$ cat src/rtl/seq_decoder.sv
// Registered N-to-2^N decoder with per-pattern dwell time: one-hot and thermometer
// patterns held for DWELL cycles, plus continuous and single-pass pointer scans.
module seq_decoder #(
   parameter int N     = 3,
   parameter int DWELL = 1
) (
   input  logic              clk,
   input  logic              rst,
   input  logic              e,
   input  logic              start,
   input  logic [1:0]        mode,
   input  logic [N-1:0]      a,
   output logic [2**N-1:0]   y,
   output logic              active,
   output logic              wrap,
   output logic [1:0]        dbg_state_o
);

   localparam int W   = 2**N;
   localparam int DCW = $clog2(DWELL + 1);
   localparam logic [DCW-1:0] DWELL_M1 = DCW'(DWELL - 1);
   localparam logic [N-1:0]   P_MAX    = {N{1'b1}};

   typedef enum logic [1:0] {
      S_IDLE  = 2'd0,
      S_DRIVE = 2'd1,
      S_SCAN  = 2'd2
   } state_t;

   state_t         state_q, state_d;
   logic [1:0]     m_q, m_d;
   logic [N-1:0]   p_q, p_d;
   logic [DCW-1:0] dc_q, dc_d;
   logic [W-1:0]   y_q, y_d;
   logic           active_q, active_d;
   logic           wrap_q, wrap_d;
   logic [N-1:0]   p_inc;

   // md=01 selects thermometer (bits [ptr:0]); anything else is one-hot.
   function automatic logic [W-1:0] decode(input logic [1:0] md, input logic [N-1:0] ptr);
      logic [W-1:0] v;
      v = '0;
      for (int i = 0; i < W; i++) begin
         if (md == 2'b01) v[i] = (i <= int'(ptr));
         else             v[i] = (i == int'(ptr));
      end
      return v;
   endfunction

   assign p_inc = p_q + 1'b1;

   always_comb begin
      state_d = state_q;
      m_d     = m_q;
      p_d     = p_q;
      dc_d    = dc_q;
      y_d     = '0;
      wrap_d  = 1'b0;
      if (!e) begin
         state_d = S_IDLE;
      end else begin
         case (state_q)
            S_IDLE: begin
               if (start) begin
                  m_d     = mode;
                  p_d     = a;
                  dc_d    = DWELL_M1;
                  state_d = mode[1] ? S_SCAN : S_DRIVE;
                  y_d     = decode(mode, a);
               end
            end
            S_DRIVE: begin
               if (dc_q == '0) begin
                  state_d = S_IDLE;
               end else begin
                  dc_d = dc_q - 1'b1;
                  y_d  = decode(m_q, p_q);
               end
            end
            S_SCAN: begin
               if (dc_q != '0) begin
                  dc_d = dc_q - 1'b1;
                  y_d  = decode(2'b00, p_q);
               end else if (m_q[0] && p_q == P_MAX) begin
                  state_d = S_IDLE;
               end else begin
                  // Wrap is flagged alongside the pattern it produces (y=...01).
                  p_d    = p_inc;
                  dc_d   = DWELL_M1;
                  wrap_d = (p_q == P_MAX);
                  y_d    = decode(2'b00, p_inc);
               end
            end
            default: state_d = S_IDLE;
         endcase
      end
      active_d = (state_d != S_IDLE);
   end

   always_ff @(posedge clk or posedge rst) begin
      if (rst) begin
         state_q  <= S_IDLE;
         m_q      <= 2'b00;
         p_q      <= '0;
         dc_q     <= '0;
         y_q      <= '0;
         active_q <= 1'b0;
         wrap_q   <= 1'b0;
      end else begin
         state_q  <= state_d;
         m_q      <= m_d;
         p_q      <= p_d;
         dc_q     <= dc_d;
         y_q      <= y_d;
         active_q <= active_d;
         wrap_q   <= wrap_d;
      end
   end

   assign y           = y_q;
   assign active      = active_q;
   assign wrap        = wrap_q;
   assign dbg_state_o = state_q;

endmodule

$ cat config.mk
export PLATFORM = sky130hd
export DESIGN_NAME = seq_decoder
export DESIGN_NICKNAME = d
export VERILOG_FILES = /design/src/rtl/seq_decoder.sv
export SDC_FILE = /design/constraint.sdc
export NUM_CORES = 1
export LEC_CHECK = 0
export BUFFER_PORTS_ARGS = -buffer_cell sky130_fd_sc_hd__buf_2
export CAP_MARGIN = 25
export CORE_MARGIN = 2
export CORE_UTILIZATION = 50
export DETAILED_ROUTE_END_ITERATION = 10
export PLACE_DENSITY = 0.85
export SYNTH_ARGS = -nofsm -noshare
export SYNTH_HDL_FRONTEND = slang
export SYNTH_SLANG_ARGS = --single-unit
$ cat constraint.sdc
create_clock -name clk -period 1.7 [get_ports clk]
set_clock_uncertainty 0.05 [all_clocks]
set_input_delay 0.17 -clock clk [delete_from_list [all_inputs] [get_ports clk]]
set_output_delay 0.17 -clock clk [all_outputs]
set_load 0.005 [all_outputs]
==> results summary, run 1 <==
The netlist area before placement is 901 sq um. The kind of start point of the critical path is a flip-flop. The actual slew at the worst max-slew pin came out at between 0.5 and 0.6 ns. The maximum count of clock buffers along a single path came out at 2. The total iterations of the first detailed-routing run came out at 4.

Across the run, the number of max-cap violations was 0. The final route contains 730 vias. The TritonCTS clock tree is built. The final total power is 0.000951 W.

Detailed placement ended at an HPWL of 1450 microns. The total of flip-flops plus latches after synthesis is 16. The count of input and output buffers came out at 20. The die width came out at 46.4 microns.

The final-report hold violation count is 0. The run finished with clean final reports. The worst endpoint data arrival time is 1.77 ns. The critical path is of the reg -> reg type.

For this run, the total global-route usage over all layers was measured as 0.202. The routability-driven placement congestion ratio came out at 0.818. The violation count after the first detailed-route iteration is 18. The minimum clock period came out at 1.61 ns. Of the total power, the share spent switching nets is 0.301. The number of setup violations in the final report came out at 0. The die area came out at 2160 sq um. In this run the static leakage power is 0.550 nW. At the placement stage, the worst setup path has a slack of 0.0274 ns. The mean post-synth cell area is 10.6 sq um.

In the post-synthesis netlist, the biggest area contributors are sky130_fd_sc_hd__dfrtp_1, sky130_fd_sc_hd__ha_1, sky130_fd_sc_hd__nand2_1. Static timing analysis puts the maximum clock frequency at 621 MHz. The H-tree depth is 1. Of the available clock period, the critical path in the final layout requires 0.947. The commonest cells after synthesis are sky130_fd_sc_hd__dfrtp_1, sky130_fd_sc_hd__nand2_1, sky130_fd_sc_hd__nor2_1. The biggest area contributor in the post-synthesis netlist is sky130_fd_sc_hd__dfrtp_1. Setup repair after global routing left no endpoint under its margin.

The internal reg-to-reg setup slack came out at 0.09 ns. The floorplan core area came out at around 1700 sq um. Once placement completed, the tool counted placed cells totaling 131. In the routed design, unresolved DRC markers number 0. The global-route wire length before repair came out at 2990 microns. After clock tree synthesis, the clock-pin slew on the worst setup and hold paths is 0.09 ns.

The number of nets at the end of the flow is 127. The sequential area share after synthesis came out at 0.444. The number of library cell types mapped by synthesis is 26. The most used flip-flop cell after synthesis is sky130_fd_sc_hd__dfrtp_1. The register share of total power came out at 0.464. The layout-stage area growth over the synthesis result is 23.1%.

The Yosys step of the flow raised 0 warnings. The area of placed instances came out at 1040 sq um. The via count of the first global-routing pass is 672.

The net count of the mapped netlist came out at 100. The wire length on met2 came out at 989 microns. The path category of the worst min-delay check is in -> reg. The met3 wire length is 95 microns.

Routed signal wires occupy layers up through met4. The areal power density over the cells came out at roughly 860 nW/um^2. The initial antenna violation count is 0.

The maximum vdd drop came out at 0.000624 V. STA puts the critical path data required time at ~1.9 ns. The synthesized design contains 0 enable-type register cells. The number of sinks handled by clock tree synthesis is 16. The root buffer cell is sky130_fd_sc_hd__clkbuf_4. The cell-internal power came out at 0.000665 W.

The average via count per standard cell is 5.37. The standard-cell row count is 15. The total setup buffers inserted after CTS came out at 0. The analysis attributes to net switching a power of 0.000286 W.

The global route total overflow came out at 0. The combinational group share of total power is 0.281. The total negative slack came out at 0 ns. For this configuration, the core starts out at a cell density of 0.527.

The finished layout holds approximately 140 standard cells, fillers aside. The fraction of final layout cells sized beyond drive strength 1 is 0.333. The remaining antenna violation count came out at 0. In the synthesized netlist, the number of instances is 85. The clock network latency to the later pin of the worst-skew pair is 0.29 ns. STA classifies the critical path endpoint as a flip-flop. The total routed wire length on the met1 layer is 782 microns. The count of final max-slew check failures came out at 0. The cell with the most instances after synthesis is sky130_fd_sc_hd__dfrtp_1. The top-area cell type share of the netlist area came out at 0.444.

The tightest slew margin relative to the limit is 0.619. Counting the buffers created by CTS gives 3. The least setup slack across all paths after layout came out at around 0.09 ns. The number of diodes is 0. The detailed-route wire length per cell came out at 13.9 microns. For this design the top-level I/O count stands at 21.

Along the worst path, the maximum fanout reaches 4. The cell area after layout came out at 1110 sq um. The share of total power dissipated in the clock network is 0.255. The largest net degree at the start of global routing came out at 17.

The vertical die dimension is 46.4 microns. For this block, the routed nets add up to between 1500 and 2000 microns of wire. Of all flip-flops after synthesis, the portion carrying an async set or reset was 1.00.
worst max-delay path, cell delays in order, from the launching register on:
cell                      delay, ns
sky130_fd_sc_hd__dfrtp_1       0.40
sky130_fd_sc_hd__ha_1          0.20
sky130_fd_sc_hd__ha_2          0.37
sky130_fd_sc_hd__and4b_1       0.30
sky130_fd_sc_hd__a22oi_1       0.11
sky130_fd_sc_hd__nor2_1        0.10
power groups by stage:
stage	registers (W)	clock network, W	logic [W]
2_1_floorplan	0.000449	0	0.000155
3_3_place_gp	0.000446	0	0.000234
3_5_place_dp	0.000449	0	0.000245
4_1_cts	0.000441	0.000248	0.000256
5_1_grt	0.000447	0.000277	0.000293
6_report	0.000441	0.000243	0.000267
what timing repair did:
item	in CTS	in global routing
hold buffers	1	0
pin swaps	1	1
gates resized for setup	1	4
endpoints found under the setup margin	1	8
endpoints found under the hold margin	16	0
layout make-up:
| type | count | area, sq um |
|---|---|---|
| fill | 152 | 599 |
| inverter | 3 | 11.3 |
| tap | 25 | 31.3 |
| timing repair buffer | 25 | 140 |
| multi-input combinational | 63 | 489 |
| sequential | 16 | 400 |
| clock buffer | 4 | 36.3 |
cells by family after synthesis:
| family | share of synthesized area |
|---|---|
| adders and majority gates | 0.0833 |
| DFF | 0.444 |
| AOI/OAI and AO/OA | 0.140 |
| and+or+nand+nor | 0.225 |
| buffers and inverters | 0.0361 |
| muxes | 0.0708 |
path summary, 6_finish.rpt:
path                          from             end  cells after the start
min                        mode[1]  dbg_state_o[0]                      2
min reg2reg                 p_q[2]          p_q[2]                      2
min in group asynchronous      rst            y[1]                      3
max reg2reg                 p_q[0]            y[5]                      5
max                         p_q[0]            y[5]                      5
max in group asynchronous      rst            y[4]                      3
cells in the final DEF, fill, tap and decap left out, types with 3 or more instances in the layout:
| master | count |
|---|---|
| sky130_fd_sc_hd__a21oi_1 | 3 |
| sky130_fd_sc_hd__a32oi_1 | 3 |
| sky130_fd_sc_hd__buf_2 | 20 |
| sky130_fd_sc_hd__buf_4 | 4 |
| sky130_fd_sc_hd__clkbuf_4 | 3 |
| sky130_fd_sc_hd__dfrtp_1 | 16 |
| sky130_fd_sc_hd__ha_1 | 5 |
| sky130_fd_sc_hd__inv_1 | 3 |
| sky130_fd_sc_hd__mux2_1 | 3 |
| sky130_fd_sc_hd__mux2i_1 | 3 |
| sky130_fd_sc_hd__nand2_1 | 11 |
| sky130_fd_sc_hd__nor2_1 | 10 |
| sky130_fd_sc_hd__nor2b_1 | 3 |
registers in the layout, indices dropped and copies added, names as in the netlist:
register,cells
p_q,3
m_q,1
dbg_state_o,2
wrap,1
active,1
y,8
per-stage QoR:
step	utilization	hold slack, ns
2_1_floorplan	-	0.0337
3_3_place_gp	0.610	0.198
3_5_place_dp	0.610	0.201
4_1_cts	0.640	0.00991
5_1_grt	0.649	0.00313
6_report	0.649	0.0225
routing by layer:
metal / up-vias / GRT usage
met3: 3 / 0.0471
met4: 0 / 0.0914
met5: - / 0
met1: 350 / 0.239
li1: 347 / -
met2: 30 / 0.342
Note: power is estimated with default switching activity, not from simulation.
==> run 2: changes to the inputs <==
==> constraint.sdc (replaced) <==
create_clock -name clk -period 2 [get_ports clk]
set_clock_uncertainty 0.05 [all_clocks]
set_input_delay 0.2 -clock clk [delete_from_list [all_inputs] [get_ports clk]]
set_output_delay 0.2 -clock clk [all_outputs]
set_load 0.005 [all_outputs]
==> run 2 against run 1 <==
Net effect: sequential share of layout area grew 2.3 points; critical endpoint is now y[1]; core utilization shrank 3.8 points; critical path type unchanged; maximum frequency shrank 4.5%; design area shrank 5.9%; first-iteration DRC count grew 72%; clock power shrank 33%; die area is the same.
==> results summary, run 2 (synthesized netlist as in run 1, its figures left out) <==
The tightest slew margin relative to the limit came out at 0.605 (-0.0134). The clock-pin slew reported for the worst setup and hold paths after clock tree synthesis came out at 0.08 ns (about the same). CTS placed an instance of sky130_fd_sc_hd__clkbuf_4 at the clock tree root. The die area came out at 2160 sq um (unchanged). The via count is 711 (-2.6%). The detailed-route wire length per cell came out at 13.6 microns (-2.2%).

The slowest stage of the critical path belongs to the cell sky130_fd_sc_hd__dfrtp_1. The total iterations of the first detailed-routing run was 4 (unchanged). Compared with the post-synthesis result, the final layout area differs by 15.8%.

The number of setup violations in the final report came to 0 (unchanged). The worst endpoint data arrival time came out at 1.85 ns (+0.08 ns). The required arrival time at the worst endpoint came out at 2.17 ns (+0.31 ns). The reported max-cap violation count is 0 (unchanged). In this run the most critical hold path is launched from mode[1]. The upper clock frequency limit is 593 MHz (-4.5%).

The violation count after the first detailed-route iteration is 31 (+13). The routability-driven placement congestion ratio came to 0.828 (+1.2%). Setup repair after global routing left no endpoint under its margin. The static power due to leakage came out at 0.523 nW (-4.9%). The number of nets at the end of the flow is 123 (-3.1%).

The share of the cycle needed by the critical path after routing is 0.843 (-0.104). The internal reg-to-reg setup slack is 0.31 ns (+0.22 ns). The total negative slack was 0 ns (unchanged). The standard-cell row count is 15 (unchanged). The filler-free cell count of the finished design is 131 (-3.7%). The cell area after layout came out at 1040 sq um (-5.9%). The count of final max-slew check failures came out at 0 (unchanged). The final total power is 0.000730 W (-23%). In this design, the largest share of critical-path delay is due to simple AND/OR/NAND/NOR gates. The number of buffers and inverters on the critical path is 0 (unchanged). The clock network latency to the later pin of the worst-skew pair is 0.28 ns (about the same). The number of cells on the worst reg-to-reg path came out at 6 (+1). The final wirelength is 1780 microns (-5.8%). The total setup buffers inserted after CTS came out at 0 (unchanged).

The library cell used most frequently in the layout, excluding fill and tap cells, is sky130_fd_sc_hd__buf_2. The number of diodes came out at 0 (unchanged). The cell that appears most often on the critical path is sky130_fd_sc_hd__ha_1. The global-route wire length before repair came out at 2860 microns (-4.6%).

The areal power density over the cells came out at 699 nW/um^2 (-18%). The destination of the worst hold path is dbg_state_o[0]. The actual slew at the worst max-slew pin came to 0.591 ns (+0.0200 ns). In the layout the commonest cells are sky130_fd_sc_hd__buf_2, sky130_fd_sc_hd__dfrtp_1, sky130_fd_sc_hd__nand2_1, sky130_fd_sc_hd__nor2_1, sky130_fd_sc_hd__ha_1.

The classification of the worst setup path is reg -> reg. The count of input and output buffers is 20 (unchanged). The initial antenna violation count is 0 (unchanged).

The biggest cell delay along the critical path came out at 0.44 ns (+0.04 ns). The maximum count of clock buffers along a single path came out at 2 (unchanged). The number of flip-flops under the largest register name is 8 (unchanged). The minimum clock period came to 1.69 ns (+0.0765 ns).

The global route total overflow was 0 (unchanged). The reg-to-reg startpoint is p_q[0]. The vertical die dimension came out at 46.4 microns (unchanged). The area of placed instances came out at 1010 sq um (-2.9%). The placed instance count came out at 127 (-3.1%). The number of buffers inserted during clock tree synthesis is 3 (unchanged). The all-layer global routing usage came to 0.192 (-0.00969).

The total I/O pin count came out at 21 (unchanged). The largest net degree at the start of global routing came to 17 (unchanged). The flow ran to the end, and the final reports show no timing, DRC or antenna violations. STA classifies the critical path startpoint as a flip-flop. The die width is 46.4 microns (unchanged).

The half-perimeter wire length of the detailed placement result came to 1360 microns (-6.1%). The average via count per standard cell came to 5.43 (+1.1%). TritonCTS built the clock tree.

In this run the critical register-to-register path is captured at y[1]. The final-report hold violation count is 0 (unchanged). The hold path depth came to 2 (unchanged). The fraction of final layout cells sized beyond drive strength 1 is 0.264 (-0.0692). The maximum vdd drop is 0.000497 V (-20%). The remaining antenna violation count came out at 0 (unchanged).

The H-tree depth is 1 (unchanged). The tightest min-delay check is of the in -> reg type. STA classifies the critical path endpoint as a flip-flop. The via count of the first global-routing pass is 627 (-6.7%). The floorplan core area is 1710 sq um (unchanged). The number of sinks handled by clock tree synthesis is 16 (unchanged). The signal on the critical path passes through ha_1 -> ha_1 -> nand2_1 -> nor3b_2 -> a22oi_1 -> nor2b_1. The effective utilization at floorplan came out at 0.527 (unchanged). The critical-path maximum fanout is 5 (+1). The DRC violations left is 0 (unchanged).
==> run 2: cell count changes in the layout (fill, tap and decap cells not counted), sizes merged <==
cell    previous run  this run
buf               24        20
clkbuf             4         3
==> run 2: worst max path at each step <==
stage,from,endpoint,slack [ns],cells past startpoint
floorplan,p_q[0],y[5],0.47,5
global placement,p_q[0],y[5],0.39,5
detailed placement,p_q[0],p_q[0],0.35,5
CTS,p_q[0],p_q[0],0.33,5
global route,p_q[0],p_q[0],0.19,5
finish,p_q[0],y[1],0.31,6
==> run 2: cell type report <==
type / instances / area [sq um]
inverters: 3 / 11.3
fillers: 149 / 664
clock buffers: 3 / 22.5
multi-input cells: 63 / 468
flip-flops and latches: 16 / 400
repair buffers: 21 / 110
well taps: 25 / 31.3
==> run 2: through the flow <==
stage                     hold WS (ns)  utilization  worst slack (ns)
after floorplan                 0.0637            -             0.467
after global placement           0.226        0.592             0.388
after detailed placement         0.234        0.592             0.347
after CTS                       0.0553        0.611             0.333
after global routing            0.0658        0.611             0.186
final                           0.0566        0.611             0.314
==> run 2: worst reg2reg max path, cell delays in order (launching register included) <==
cell                      delay, ns
sky130_fd_sc_hd__dfrtp_1       0.44
sky130_fd_sc_hd__ha_1          0.22
sky130_fd_sc_hd__ha_1          0.24
sky130_fd_sc_hd__nand2_1       0.12
sky130_fd_sc_hd__nor3b_2       0.28
sky130_fd_sc_hd__a22oi_1       0.15
sky130_fd_sc_hd__nor2b_1       0.13
==> run 2: what timing repair did <==
item,in CTS,in global routing
hold endpoints to repair,16,0
gates resized for setup,0,0
endpoints found under the setup margin,0,0
hold buffers,1,0
==> run 2: per-layer routing <==
metal  global-route usage  up-vias  wire, microns
li1                     -      338              -
met1                0.239      322            786
met2                0.319       44            782
met3               0.0471        7            165
met4               0.0686        0             43
met5                    0        -              0
==> run 2: power by group <==
part           leakage (nW)  switching (W)  internal (W)
Clock                0.0138      0.0000932     0.0000700
Combinational         0.299       0.000104     0.0000802
Sequential            0.210      0.0000309      0.000352
Total                 0.523       0.000228      0.000502
==> run 3: changes to the inputs <==
--- a/config.mk
+++ b/config.mk
@@ -8,9 +8,9 @@
 export BUFFER_PORTS_ARGS = -buffer_cell sky130_fd_sc_hd__buf_2
 export CAP_MARGIN = 25
 export CORE_MARGIN = 2
-export CORE_UTILIZATION = 50
+export CORE_UTILIZATION = 46
 export DETAILED_ROUTE_END_ITERATION = 10
-export PLACE_DENSITY = 0.85
+export PLACE_DENSITY = 0.83
 export SYNTH_ARGS = -nofsm -noshare
 export SYNTH_HDL_FRONTEND = slang
 export SYNTH_SLANG_ARGS = --single-unit
==> constraint.sdc (replaced) <==
create_clock -name clk -period 1.5 [get_ports clk]
set_clock_uncertainty 0.05 [all_clocks]
set_input_delay 0.15 -clock clk [delete_from_list [all_inputs] [get_ports clk]]
set_output_delay 0.15 -clock clk [all_outputs]
set_load 0.005 [all_outputs]
==> run 3 against run 2 <==
Net effect: the flow now finishes with violations (setup timing); combinational power increased by 91%; wire length up 3.0%; core utilization up 0.15 points; cell count up 7.6%; count of clock-buffer cells in the layout rose by 1; power increased by 56%; design area grew 12%; critical path depth decreased by 1; die area grew 7.9%; critical path type unchanged; critical endpoint is now y[7]; largest cell class unchanged.
==> results summary, run 3 (synthesized netlist as in run 1, its figures left out) <==
The met2 global-route usage came to 0.326 (+0.00687). Setup repair after global routing could not meet its margin everywhere. The required arrival time at the worst endpoint was 1.62 ns (-0.55 ns). The flow ran to the end, but the final reports show violations. The violation count after the first detailed-route iteration is 20 (-35%).

The die area is 2330 sq um (+7.9%). The areal power density over the cells came to 978 nW/um^2 (+40%). The actual slew at the worst max-slew pin is 0.610 ns (+0.0188 ns).

The routability-driven placement congestion ratio is 0.774 (-6.5%). The effective utilization at floorplan came out at 0.474 (-0.0538). The via count came to 765 (+7.6%). The placed instance count is 133 (+4.7%).

The H-tree depth is 1 (unchanged). The total I/O pin count is 21 (unchanged). The met1 global-route usage came out at 0.231 (-0.00784). The count of input and output buffers came to 20 (unchanged). The upper clock frequency limit came to 658 MHz (+11%). CTS placed an instance of sky130_fd_sc_hd__clkbuf_4 at the clock tree root. The via count of the first global-routing pass was 704 (+12%). The detailed-route wire length per cell came out at 13.0 microns (-4.3%). The reported max-cap violation count came out at 0 (unchanged). The all-layer global routing usage is 0.188 (-0.00364). The number of buffers inserted during clock tree synthesis is 3 (unchanged). The global-route track usage on met3 is 0.0407 (-0.00632). The maximum vdd drop is 0.000583 V (+17%). The least setup slack across all paths after layout came out at -0.0206 ns (-0.335 ns). The final-report hold violation count is 0 (unchanged). The filler-free cell count of the finished design came to 141 (+7.6%). The area of placed instances came out at 1060 sq um (+4.7%).

The number of diodes came out at 0 (unchanged). The cell area after layout is 1160 sq um (+12%). The half-perimeter wire length of the detailed placement result is 1400 microns (+2.7%). The tightest slew margin relative to the limit came to 0.593 (-0.0125). The critical-path maximum fanout is 4 (-1).

The final total power is 0.00114 W (+56%). The worst setup path is captured at a flip-flop. The number of flip-flops under the largest register name is 8 (unchanged). TritonCTS built the clock tree.

The static power due to leakage came to 0.564 nW (+7.8%). The DRC violations left came out at 0 (unchanged). The number of sinks handled by clock tree synthesis is 16 (unchanged).

The minimum clock period came out at 1.52 ns (-0.165 ns). The worst setup path is of the reg -> reg kind. The remaining antenna violation count is 0 (unchanged). The global-route wire length before repair is 3050 microns (+6.8%).

The global route total overflow was 0 (unchanged). The total negative slack came to -0.0562 ns (-0.0562 ns). The layer flagged by global routing as most heavily used is met2. The final reports fail on setup timing.

The final design utilization was 0.613 (+0.00151). The standard-cell row count is 16 (+1). The area growth from synthesis to layout is 29.3%. The min-delay analysis places its worst path in the category in -> reg. The clock network latency to the later pin of the worst-skew pair came out at 0.28 ns (about the same). The total iterations of the first detailed-routing run came out at 4 (unchanged).

The clock-pin slew reported for the worst setup and hold paths after clock tree synthesis is 0.10 ns (+0.02 ns). The floorplan core area came out at 1900 sq um (+11%). The fraction of final layout cells sized beyond drive strength 1 came out at 0.368 (+0.104). The average via count per standard cell is 5.43 (about the same).

STA classifies the critical path startpoint as a flip-flop. The worst endpoint data arrival time came out at 1.64 ns (-0.21 ns). The final wirelength is 1830 microns (+3.0%). Leaving out fill and tap cells, the most frequent cell in the layout is sky130_fd_sc_hd__buf_2. In the layout the commonest cells are sky130_fd_sc_hd__buf_2, sky130_fd_sc_hd__dfrtp_1, sky130_fd_sc_hd__nand2_1, sky130_fd_sc_hd__nor2_1, sky130_fd_sc_hd__buf_4. The largest net degree at the start of global routing was 17 (unchanged).

The maximum count of clock buffers along a single path was 2 (unchanged). The number of setup violations in the final report came out at 6 (+6). The share of the cycle needed by the critical path after routing is 1.01 (+0.171). The vertical die dimension came out at 48.3 microns (+3.9%). The number of nets at the end of the flow is 130 (+5.7%). The initial antenna violation count came to 0 (unchanged). The die width is 48.3 microns (+3.9%). The count of final max-slew check failures is 0 (unchanged).
## run 3: changes by cell type in the layout (fill, tap and decap cells not counted), moves of 2 or more
cell / before / now
sky130_fd_sc_hd__buf_4: 0 / 6
sky130_fd_sc_hd__a22oi_1: 4 / 1
sky130_fd_sc_hd__a22oi_2: 0 / 3
sky130_fd_sc_hd__ha_1: 6 / 4
sky130_fd_sc_hd__ha_4: 0 / 2
## run 3: path summary, 6_finish.rpt
kind	from	slack [ns]	depth (start not counted)	end
setup / recovery	p_q[1]	-0.02	5	y[7]
hold / removal	mode[0]	0.07	2	m_q[0]
setup reg to reg	p_q[1]	-0.02	5	y[7]
hold reg to reg	m_q[0]	0.54	1	wrap
max in group asynchronous	rst	0.58	3	y[5]
min in group asynchronous	rst	0.42	3	dbg_state_o[0]
## run 3: report_power, final
part | switching (W) | internal, W | total (W) | leakage [nW]
clock | 0.000133 | 0.000147 | 0.000281 | 0.0210
combinational | 0.000176 | 0.000175 | 0.000352 | 0.333
sequential | 0.0000387 | 0.000469 | 0.000508 | 0.210
total | 0.000348 | 0.000792 | 0.00114 | 0.564
## run 3: metal layers
| metal | up-vias | wire length [microns] |
|---|---|---|
| li1 | 353 | - |
| met1 | 367 | 759 |
| met2 | 41 | 928 |
| met3 | 4 | 112 |
| met4 | 0 | 29 |
| met5 | - | 0 |
## run 3: cell type report
| type | count | area [sq um] |
|---|---|---|
| inverter | 3 | 11.3 |
| sequential | 16 | 400 |
| tap | 27 | 33.8 |
| multi-input combinational | 63 | 518 |
| fill | 165 | 737 |
| timing repair buffer | 28 | 165 |
| clock buffer | 4 | 36.3 |
## run 3: metrics by stage
step	hold slack [ns]	setup WS, ns
4_1_cts	0.0608	-0.00734
3_5_place_dp	0.198	-0.0584
6_report	0.0678	-0.0206
2_1_floorplan	0.0137	0.0128
3_3_place_gp	0.181	0.00237
5_1_grt	0.0613	-0.100
## run 3: what timing repair did
| action | 4_1_cts | 5_1_grt |
|---|---|---|
| hold buffers | 2 | 0 |
| cloned | 0 | 0 |
| pin swaps | 1 | 10 |
| endpoints found under the hold margin | 17 | 0 |
| resized for setup | 1 | 6 |
| endpoints found under the setup margin | 7 | 11 |
| setup buffers | 1 | 1 |
## run 3: critical path, cell delays in order (launching register included)
cell                      delay (ns)
sky130_fd_sc_hd__dfrtp_1        0.42
sky130_fd_sc_hd__ha_4           0.18
sky130_fd_sc_hd__ha_4           0.25
sky130_fd_sc_hd__and4b_2        0.27
sky130_fd_sc_hd__a32oi_1        0.18
sky130_fd_sc_hd__nor2_1         0.07
